--- config.mk ---
export PLATFORM = sky130hd
export DESIGN_NAME = mul_radix4_seq
export DESIGN_NICKNAME = d
export VERILOG_FILES = /design/src/rtl/mul_radix4_seq.sv
export SDC_FILE = /design/constraint.sdc
export NUM_CORES = 1
export LEC_CHECK = 0
export ABC_AREA = 1
export CORE_AREA = 2 2 148 150
export DETAILED_ROUTE_END_ITERATION = 10
export DIE_AREA = 0 0 150 152
export HOLD_SLACK_MARGIN = 0.02
export PLACE_DENSITY = 0.82
export SYNTH_ARGS = -nofsm -noshare
export SYNTH_HDL_FRONTEND = slang
export SYNTH_SLANG_ARGS = --single-unit
--- constraint.sdc ---
create_clock -name clk -period 5.9 [get_ports clk]
set_input_delay 1.18 -clock clk [delete_from_list [all_inputs] [get_ports clk]]
set_output_delay 1.18 -clock clk [all_outputs]
set_load 0.01 [all_outputs]
--- src/rtl/mul_radix4_seq.sv ---
// Iterative radix-4 Booth multiplier for RV32M MUL/MULH/MULHSU/MULHU.
// Optional MUL_ZERO_BYPASS_EN: a zero operand at accept goes straight to DONE with result 0.
module mul_radix4_seq #(
  parameter int WIDTH = 32,
  parameter int TAG_W = 6
) (
  input  logic             clk,
  input  logic             reset,
  input  logic             valid_in,
  output logic             ready_o,
  input  logic [WIDTH-1:0] a_i,
  input  logic [WIDTH-1:0] b_i,
  input  logic [1:0]       op_i,
  input  logic [TAG_W-1:0] tag_i,
  input  logic             flush_i,
  output logic             valid_o,
  input  logic             yumi_i,
  output logic [WIDTH-1:0] result_o,
  output logic [TAG_W-1:0] tag_o,
  output logic [1:0]       state_dbg
);

  // Handshakes: a request transfers on a cycle with valid_in & ready_o & !flush_i;
  // a result transfers on a cycle with valid_o & yumi_i, and valid_o/result_o/tag_o
  // stay stable until then.

  localparam int EW   = WIDTH + 2;
  localparam int ITER = EW / 2;
  localparam int CW   = $clog2(ITER + 1);
  localparam logic [CW-1:0] FINAL_CNT = CW'(ITER);
  localparam logic [CW-1:0] LAST_STEP = CW'(ITER - 1);

  localparam logic [1:0] OP_MUL    = 2'b00;
  localparam logic [1:0] OP_MULH   = 2'b01;
  localparam logic [1:0] OP_MULHU  = 2'b11;

  typedef enum logic [1:0] {
    IDLE = 2'd0,
    BUSY = 2'd1,
    DONE = 2'd2
  } state_e;

  state_e               state_q, state_d;
  logic [CW-1:0]        cnt_q;
  logic [EW-1:0]        a_q;
  logic [EW:0]          m_q;
  logic [2*WIDTH+1:0]   p_q;
  logic [1:0]           op_q;
  logic [TAG_W-1:0]     tag_q;

  logic                 accept;
  logic                 zero_op;
  logic [EW-1:0]        a_ext, b_ext;
  logic [EW+1:0]        a_w, pp, sum;
  logic [2*WIDTH+3:0]   p_wide;
  logic [2*WIDTH+1:0]   p_next;
  logic [EW:0]          m_next;
  logic [WIDTH-1:0]     result_sel;

  assign ready_o   = (state_q == IDLE) && !reset;
  assign valid_o   = (state_q == DONE);
  assign state_dbg = state_q;
  assign accept    = valid_in && ready_o && !flush_i;
  assign zero_op   = (a_i == '0) || (b_i == '0);

  // Only MULHU treats rs1 as unsigned; only MUL/MULH treat rs2 as signed.
  assign a_ext = (op_i == OP_MULHU) ? {2'b00, a_i} : {{2{a_i[WIDTH-1]}}, a_i};
  assign b_ext = (op_i == OP_MUL || op_i == OP_MULH) ? {{2{b_i[WIDTH-1]}}, b_i}
                                                    : {2'b00, b_i};

  always_comb begin
    a_w = {{2{a_q[EW-1]}}, a_q};
    pp  = '0;
    case (m_q[2:0])
      3'b001, 3'b010: pp = a_w;
      3'b011:         pp = a_w << 1;
      3'b100:         pp = -(a_w << 1);
      3'b101, 3'b110: pp = -a_w;
      default:        pp = '0;
    endcase
    sum    = {{2{p_q[2*WIDTH+1]}}, p_q[2*WIDTH+1:WIDTH]} + pp;
    p_wide = {sum, p_q[WIDTH-1:0]};
    // The final step adds without shifting so the product lands at bit 0.
    p_next = (cnt_q == LAST_STEP) ? p_wide[2*WIDTH+1:0] : p_wide[2*WIDTH+3:2];
    m_next = {{2{m_q[EW]}}, m_q[EW:2]};
    result_sel = (op_q == OP_MUL) ? p_q[WIDTH-1:0] : p_q[2*WIDTH-1:WIDTH];
  end

  always_comb begin
    state_d = state_q;
    case (state_q)
      IDLE: begin
        if (accept) begin
`ifdef MUL_ZERO_BYPASS_EN
          state_d = zero_op ? DONE : BUSY;
`else
          state_d = BUSY;
`endif
        end
      end
      BUSY:    if (cnt_q == FINAL_CNT) state_d = DONE;
      DONE:    if (yumi_i) state_d = IDLE;
      default: state_d = IDLE;
    endcase
    if (flush_i) state_d = IDLE;
  end

  always_ff @(posedge clk) begin
    if (reset) begin
      state_q  <= IDLE;
      cnt_q    <= '0;
      a_q      <= '0;
      m_q      <= '0;
      p_q      <= '0;
      op_q     <= '0;
      tag_q    <= '0;
      result_o <= '0;
      tag_o    <= '0;
    end else begin
      state_q <= state_d;
      if (accept) begin
        a_q   <= a_ext;
        m_q   <= {b_ext, 1'b0};
        p_q   <= '0;
        cnt_q <= '0;
        op_q  <= op_i;
        tag_q <= tag_i;
`ifdef MUL_ZERO_BYPASS_EN
        if (zero_op) begin
          result_o <= '0;
          tag_o    <= tag_i;
        end
`endif
      end else if (state_q == BUSY && !flush_i) begin
        if (cnt_q == FINAL_CNT) begin
          result_o <= result_sel;
          tag_o    <= tag_q;
        end else begin
          p_q   <= p_next;
          m_q   <= m_next;
          cnt_q <= cnt_q + 1'b1;
        end
      end
    end
  end

  // zero_op only steers the bypass path; keep it referenced in the default build.
  logic unused_zero;
  assign unused_zero = zero_op;

endmodule

==> metrics.txt <==
run status completed; Clock Path Buffers 2; Resize count post-CTS 0; post-synthesis mux area share 0%; Slew headroom 22.8%; Die W roughly 150 um; main combinational cell family by area after synthesis simple AND/OR/NAND/NOR gates; R2R setup slack 1.79 ns; Final min period about 4.1 ns; Crit Path Max Fanout 5; Mapped Cells roughly 1800; htree depth 4; WP data required ~6.3 ns; Post-DP Area between 0.01 and 0.015 mm^2; Routed WL around 37 mm; core area between 0.02 and 0.025 mm^2; top-area cell type share of the netlist area 32.4%; unrepaired setup endpoints after global routing false; clock group share of total power a little over two fifths; final setup vio count 0; number of global-route vias before repair ~11000; sequential fraction of the synthesis area between 30% and 40%; Placer Congestion around 1.0; Worst-path clk slew about 0.090 ns; crit-path cells inv_1 -> ha_1 -> nand3_2 -> nor2_4 -> inv_2 -> nor2_4 -> inv_2 -> nor2_2 -> nand4_1 -> nand3_1 -> o2111ai_1 -> ha_1 -> nand2_1 -> nor2_1 -> nand2_1 -> nor2_1 -> nand3_1 -> nand3_1 -> nand2_1 -> nand2_1 -> nand2_1 -> nand3_1 -> nand2_1 -> inv_1; die area roughly 0.023 mm^2; post-synthesis average cell area 6.58 um^2; Synth Net Count ~1900; Power Internal approximately 2 mW; IO Count between 100 and 150; estimated wirelength of the detail-placed design 27.7 mm; initial antenna violation count 0; Pleak roughly 5.4 nW; total chip power roughly 3.0 mW; Final Cell Area about 0.013 mm^2; crit share post-route about 70%; post-route setup TNS 0 ns; Synth warnings 0; Reg power frac between 40% and 50%; max-slew violations 0; hold violation count in the final report 0; largest net degree at the start of global routing between 70 and 80; nets 1936; CTS Buf Count 17; first drt pass iteration count 8; leading area contributor after synthesis dfxtp_1; post-DR vias/cell about 5.8; storage element area roughly 0.0037 mm^2; sw power just over 0.9 mW; cell row count 54; Tightest Pin Transition 1.16 ns; Final Core Density between 60% and 70%; Distinct cells, synth 49; share of cells above drive strength 1 5.79%; Vias roughly 12000; Die Ht 152 um; Worst EP arrival about 4.5 ns; CTS tree done; most frequent CP cell nand2_1; worst vdd ir around 0.17 mV; clk root buf clkbuf_16; complex-gate fraction of the synthesized area 20.2%; Switching Share about a third; crit path kind register to register; Post-synth ARST share 0%; Highest Clock Rate 0.243 GHz; Worst Hold Class register to register; largest cells by area after synthesis dfxtp_1, nand2_1, nand3_1; initial drt markers roughly 1200; hold buffers post-CTS 0; dominant synthesized flop cell dfxtp_1; first-pass GRT wire length a little under 60 mm; slowest stage delay, CP approximately 0.53 ns; post-synthesis adder-cell area fraction approximately 4.4%; PwrDens about 220 mW/mm^2; Layout area overhead 16.3%; Synth Area in XOR/XNOR around 2.7%; Starting Density 54.1%; Crit. End Element register; port bufs 118; drt drc 0; #FFs+latches synth 187; antenna diode count 0; Layout fillers about 2000; slowest CP cell ha_1; Final Skew around 0.017 ns; CTS Sinks around 190; max-cap violations 0; antenna-violating nets left 0; post-CTS setup buffers 0; Total Routing Usage GR about a third; drt wl/cell around 17 um; insertion delay to the later sink of the worst-skew pair about 0.45 ns; Post-Synthesis Cell Area 0.0115 mm^2; EDFF count, synth 0; area of the multi-input gates 0.00685 mm^2; Gate power share approximately 14%; crit path launch type register; simple-gate share of the synthesized area 32.0%; GRT overflow 0
[final timing paths]
kind,from,endpoint,cells past startpoint
max,a_q[0],p_q[63],24
min,tag_q[5],tag_q[5],2
max reg2reg,a_q[0],p_q[63],24
min reg2reg,tag_q[5],tag_q[5],2
[cell type report]
class,count,area share (%)
Multi-Input combinational cell,1329,51.1
Sequential cell,187,27.9
Timing Repair Buffer,130,9.47
Inverter,154,4.32
Clock buffer,17,3.17
Tap cell,280,2.61
Clock inverter,15,1.47
[cells in the final DEF (no fill, tap or decap), types with 39 or more instances in the layout]
cell,n
nand2_1,447
dfxtp_1,187
nor2_1,153
nand3_1,146
inv_1,145
o21ai_0,138
a21oi_1,120
clkdlybuf4s50_1,118
a31oi_1,66
ha_1,39
[per-stage QoR]
stage	setup WS, ns	std cells	hold WS (ns)
5_1_grt	1.44	2112	0.487
2_1_floorplan	2.80	1754	0.430
6_report	1.79	2112	0.466
3_3_place_gp	1.85	2080	0.443
4_1_cts	1.88	2112	0.465
3_5_place_dp	1.76	2080	0.452
[state kept, by name, indices dropped and copies added, names as in the netlist]
signal and count:
result_o 32, tag_o 6, cnt_q 5, state_dbg 2, p_q 66, m_q 35, tag_q 6, a_q 33
op_q 2
[kinds of logic after synthesis]
logic type               count (synthesis)
flip-flops                             187
XOR/XNOR                                35
buffers and inverters                  238
AND/OR/NAND/NOR                        847
adder cells (fa/ha/maj)                 40
AO/OA/AOI/OAI                          407
[power groups by stage]
stage / sequential [mW] / clock (mW) / combinational (mW)
after floorplan: 1.33 / 0 / 0.272
after global placement: 1.34 / 0 / 0.395
after detailed placement: 1.34 / 0 / 0.400
after CTS: 1.31 / 1.23 / 0.402
after global routing: 1.32 / 1.29 / 0.450
final: 1.31 / 1.23 / 0.408
[synth_stat cells, types with 9 or more instances]
| master | n |
|---|---|
| nand2_1 | 447 |
| o21ai_1 | 18 |
| nor2_4 | 9 |
| o2111ai_1 | 14 |
| buf_2 | 20 |
| xor2_1 | 27 |
| a21oi_1 | 120 |
| nand3_1 | 147 |
| nor2_2 | 10 |
| nand3b_1 | 10 |
| dfxtp_1 | 187 |
| a31oi_1 | 66 |
| nand4_1 | 24 |
| ha_1 | 39 |
| inv_1 | 145 |
| nor2_1 | 155 |
| o21ai_0 | 138 |
| nor3_1 | 12 |
| clkbuf_1 | 52 |
[per-layer routing]
layer  share of wire (%)  GRT usage (%)  vias up
li1                    -              -     6043
met4                 2.9           9.93        0
met2                  46           51.2      477
met5                   0              0        -
met1                  44           44.8     5750
met3                 6.4           4.59       75
[critical path, delay by kind of cell (launching register included)]
| family | cells | cell delay [ns] |
|---|---|---|
| AO/OA/AOI/OAI | 1 | 0.29 |
| adder cells (fa/ha/maj) | 2 | 0.80 |
| buffers and inverters | 4 | 0.37 |
| flip-flops | 1 | 0.32 |
| AND/OR/NAND/NOR | 17 | 2.25 |
Power figures use the tool's default switching activity.
